**src/rtl/priority_arbiter.sv**
```systemverilog
// Four-requester arbiter: fixed priority (3 highest) or, with ARB_ROUND_ROBIN_EN
// defined, round-robin starting after the last winner. Grant is held until release/timeout.
module priority_arbiter #(
  parameter int MAX_HOLD = 16,
  parameter int CNT_W    = 8
) (
  input  logic       clk,
  input  logic       rst_n,
  input  logic [3:0] req,
  input  logic       done,
  output logic [3:0] grant,
  output logic [1:0] grant_id,
  output logic       busy,
  output logic       timeout
);

  typedef enum logic [1:0] {IDLE, GRANT, RELEASE} state_t;

  state_t           state, state_nx;
  logic [3:0]       grant_nx;
  logic [1:0]       grant_id_nx;
  logic             busy_nx, timeout_nx;
  logic [CNT_W-1:0] cnt, cnt_nx;
  logic [1:0]       win;
  logic             win_vld;
  logic             rel, hold_exp;

`ifdef ARB_ROUND_ROBIN_EN
  logic [1:0] ptr, ptr_nx;
  logic [1:0] idx;

  // Walk the search order backwards so the earliest candidate after ptr wins.
  always_comb begin
    win     = '0;
    win_vld = 1'b0;
    idx     = '0;
    for (int k = 4; k >= 1; k--) begin
      idx = ptr + 2'(k);
      if (req[idx]) begin
        win     = idx;
        win_vld = 1'b1;
      end
    end
  end

  always_ff @(posedge clk) begin
    if (!rst_n) ptr <= 2'd3;
    else        ptr <= ptr_nx;
  end

  always_comb begin
    ptr_nx = ptr;
    if (state == IDLE && win_vld) ptr_nx = win;
  end
`else
  always_comb begin
    win_vld = |req;
    if      (req[3]) win = 2'd3;
    else if (req[2]) win = 2'd2;
    else if (req[1]) win = 2'd1;
    else             win = 2'd0;
  end
`endif

  assign rel      = done || !req[grant_id];
  assign hold_exp = (MAX_HOLD != 0) && (cnt == CNT_W'(MAX_HOLD));

  always_comb begin
    state_nx    = state;
    grant_nx    = grant;
    grant_id_nx = grant_id;
    busy_nx     = busy;
    timeout_nx  = 1'b0;
    cnt_nx      = cnt;
    case (state)
      IDLE: begin
        if (win_vld) begin
          state_nx    = GRANT;
          grant_nx    = 4'b0001 << win;
          grant_id_nx = win;
          busy_nx     = 1'b1;
          cnt_nx      = CNT_W'(1);
        end
      end
      GRANT: begin
        if (rel || hold_exp) begin
          state_nx    = RELEASE;
          grant_nx    = '0;
          grant_id_nx = '0;
          busy_nx     = 1'b0;
          cnt_nx      = '0;
          timeout_nx  = !rel;
        end else if (cnt != {CNT_W{1'b1}}) begin
          cnt_nx = cnt + CNT_W'(1);
        end
      end
      RELEASE: begin
        state_nx    = IDLE;
        grant_nx    = '0;
        grant_id_nx = '0;
        busy_nx     = 1'b0;
        cnt_nx      = '0;
      end
      default: begin
        state_nx    = IDLE;
        grant_nx    = '0;
        grant_id_nx = '0;
        busy_nx     = 1'b0;
        cnt_nx      = '0;
      end
    endcase
  end

  always_ff @(posedge clk) begin
    if (!rst_n) begin
      state    <= IDLE;
      grant    <= '0;
      grant_id <= '0;
      busy     <= 1'b0;
      timeout  <= 1'b0;
      cnt      <= '0;
    end else begin
      state    <= state_nx;
      grant    <= grant_nx;
      grant_id <= grant_id_nx;
      busy     <= busy_nx;
      timeout  <= timeout_nx;
      cnt      <= cnt_nx;
    end
  end

endmodule
```
**config.mk**
```make
export PLATFORM = sky130hd
export DESIGN_NAME = priority_arbiter
export DESIGN_NICKNAME = d
export VERILOG_FILES = /design/src/rtl/priority_arbiter.sv
export SDC_FILE = /design/constraint.sdc
export NUM_CORES = 1
export LEC_CHECK = 0
export CELL_PAD_IN_SITES_DETAIL_PLACEMENT = 1
export CELL_PAD_IN_SITES_GLOBAL_PLACEMENT = 2
export CORE_UTILIZATION = 33
export CTS_BUF_LIST = sky130_fd_sc_hd__clkbuf_16
export DETAILED_ROUTE_END_ITERATION = 12
export PLACE_DENSITY_LB_ADDON = 0.1
export SLEW_MARGIN = 20
export SYNTH_ARGS = -nofsm -noshare
export SYNTH_HDL_FRONTEND = slang
export SYNTH_SLANG_ARGS = --single-unit
```
**constraint.sdc**
```tcl
create_clock -name clk -period 2.91 [get_ports clk]
set_input_delay 0.7275 -clock clk [delete_from_list [all_inputs] [get_ports clk]]
set_output_delay 0.7275 -clock clk [all_outputs]
set_load 0.01 [all_outputs]
```
==> impl_metrics.tcl <==
set metrics [dict create \
    viasPerCell 5.544 \
    finalNetCount 129 \
    placedCellCount 145 \
    postLayoutCoreUtil_pct 44.79 \
    diodes 0 \
    arrival_ps 2600 \
    peakVddDrop_v 0.0002600 \
    hold_buffers 0 \
    slowest_stage "or4_4" \
    clkTransAtPathRegs_ps 50 \
    r2r-start "cnt[1]" \
    clock_latency_ps 240 \
    grt_max_degree 17 \
    cts_buffers 3 \
    hpwl_mm 1.660 \
    slew_viol_final 0 \
    path_cells "clkdlybuf4s50_1 > or4_4 > nor3_4 > a31o_2 > nand2_4 > a311oi_2" \
    r2r_slack_ps 1090 \
    hp-start "grant[0]" \
    postCtsSetupRepairBufs 0 \
    grt_pass1_vias 883 \
    cts.repair.resized 0 \
    num_rows 18 \
    rr_endpoint "cnt[2]" \
    cp_max_fo 10 \
    clkPwrFrac_pct 43.8 \
    startpoint_type "input port" \
    drv_cap 0 \
    r2r_cells 5 \
    core_um2 2545 \
    outcome "finished, final reports clean" \
    routedWlPerCell_um 14.50 \
    numPortBuffers 14 \
    cts_root_buffer "clkbuf_16" \
    drt_iter0_drc 5 \
    initial_utilization_pct 35.74 \
    setup_viol 0 \
    grt_use_total_pct 17.82 \
    synth_nets 113 \
    netlist_area_um2 909.6 \
    slowest_delay_ps 570 \
    p_int_uw 468.8 \
    switchingPower_uw 142.3 \
    ys_ff_latch 17 \
    critPathKind "input port to register" \
    fmax_ghz 0.4096 \
    grt_overflow 0 \
    period_needed_ps 2441 \
    syn_area_per_cell_um2 8.746 \
    cts_sinks 17 \
    hold_viol_final 0 \
    tightest_slew_ps 619.9 \
    min_path_type "register to register" \
    async_flop_share_pct 0 \
    die_y_um 54.50 \
    drtAntennaViolNets 0 \
    drive_above_1_share_pct 8.403 \
    switching_share_pct 23.29 \
    cp.required_ps 3070 \
    syn_inst 104 \
    wl_mm 2.161 \
    power_density_nw_per_um2 536.1 \
    rsz0062_at_grt "no" \
    setup_tns_ps 0 \
    cts_tree "built" \
    stdcell_count 149 \
    first_pass_iters 4 \
    p_leak_uw 0.0003779 \
    gp_congestion 0.6774 \
    drc 0 \
    synth-edff-count 0 \
    antenna_found_initial 0 \
    fin_skew_ps 0.8187 \
    synthDistinctLibCells 40 \
    synth_ff_type "dfxtp_1" \
    route.vias.total 826 \
    htree_levels 1 \
    pwr-share-comb_pct 14.1 \
    yosysSeqAreaShare_pct 37.41 \
    seqPwrFrac_pct 42.1 \
    clock_path_buffers 2 \
    grt_pass1_wl_mm 3.732 \
    die_area_um2 2970 \
    fp.dieW_um 54.50 \
    min_path_cells 2 \
    endpoint_kind "register" \
    area_growth_pct 25.31 \
    hold_end "grant[0]" \
    yosys_warnings 0 \
    max_slew_margin_pct 58.67 \
    ios 15 \
    min_period_over_period_pct 83.90 \
]
## sequential cells by signal, indices dropped and copies added, names as in the netlist
name,cells
cnt,8
grant,4
grant_id,2
busy,1
state,1
timeout,1
## critical path: cells and delay by family
| kind | cells | cell delay (ps) |
|---|---|---|
| and+or+nand+nor | 3 | 860 |
| buffers and inverters | 1 | 500 |
| AOI/OAI and AO/OA | 2 | 510 |
## metrics by stage
stage | setup WS [ps] | hold slack [ps] | area [um2] | total power [uW]
after global placement | 295.4 | 459.3 | 1061 | 346.5
final | 468.6 | 463.6 | 1140 | 611.1
after global routing | 387.0 | 507.3 | 1140 | 641.6
after CTS | 469.2 | 468.9 | 1140 | 620.1
after detailed placement | 215.6 | 460.1 | 1061 | 349.0
after floorplan | 932.9 | 485.0 | 909.6 | 309.1
## logic make-up after synthesis
group | Yosys count | synth area share (%)
AO/OA/AOI/OAI | 21 | 18.71
XOR/XNOR | 3 | 2.889
adder cells (fa/ha/maj) | 2 | 2.751
buffers and inverters | 8 | 4.952
flip-flops | 17 | 37.41
multiplexers | 2 | 2.201
AND/OR/NAND/NOR | 51 | 31.09
## power by group through the flow
stage	Sequential, uW	Clock (uW)	Combinational, uW
final	257	268	86.1
after global routing	259	288	94.6
after CTS	257	275	87.9
after detailed placement	262	0	87.2
after global placement	261	0	85.2
after floorplan	263	0	46.3
## routing by layer
layer  global-route usage [%]  up-vias  part of all wire, %
li1                         -      411                    -
met1                    21.33      397                   46
met2                    30.28       13                   50
met3                    1.667        5                  2.0
met4                    11.11        0                  1.8
met5                        0        -                    0
## synth_stat cells, drive strengths merged (2+ instances only)
cell	number	share of area [%]
a21boi	5	4.5
a21oi	3	1.7
a32oi	2	1.9
buf	2	2.5
dfxtp	17	37
ha	2	2.8
inv	5	2.1
mux2i	2	2.2
nand2	11	5.4
nand3	8	4.4
nand4	3	2.1
nor2	11	4.5
nor2b	5	3.4
nor3	4	3.4
xnor2	3	2.9
## worst max path at each step
stage,end,startpoint,slack [ps]
2_1_floorplan,cnt[0],req[0],930
3_3_place_gp,cnt[6],req[1],300
3_5_place_dp,cnt[6],req[1],220
4_1_cts,cnt[6],req[1],470
5_1_grt,cnt[0],req[1],390
6_report,cnt[6],req[1],470
## placed cells by master, fill, tap and decap left out, types with 2 or more instances in the layout
cell type / count
a32oi_1: 2
nor3_1: 3
clkdlybuf4s50_1: 14
ha_1: 2
inv_1: 6
xnor2_1: 3
dfxtp_1: 17
mux2i_1: 2
nand4_1: 3
nor2_1: 11
a21boi_0: 3
nand3_1: 8
nand2_1: 10
clkbuf_16: 3
a21oi_1: 3
nor2b_1: 5
## final cells by class
cell class	instances	area, um2
Fill cell	322	1405
Multi-Input combinational cell	79	524.3
Sequential cell	17	340.3
Timing Repair Buffer	14	140.1
Clock buffer	3	75.07
Tap cell	30	37.54
Inverter	5	18.77
Clock inverter	1	3.754
No activity file was read; power rests on OpenSTA's default activity.
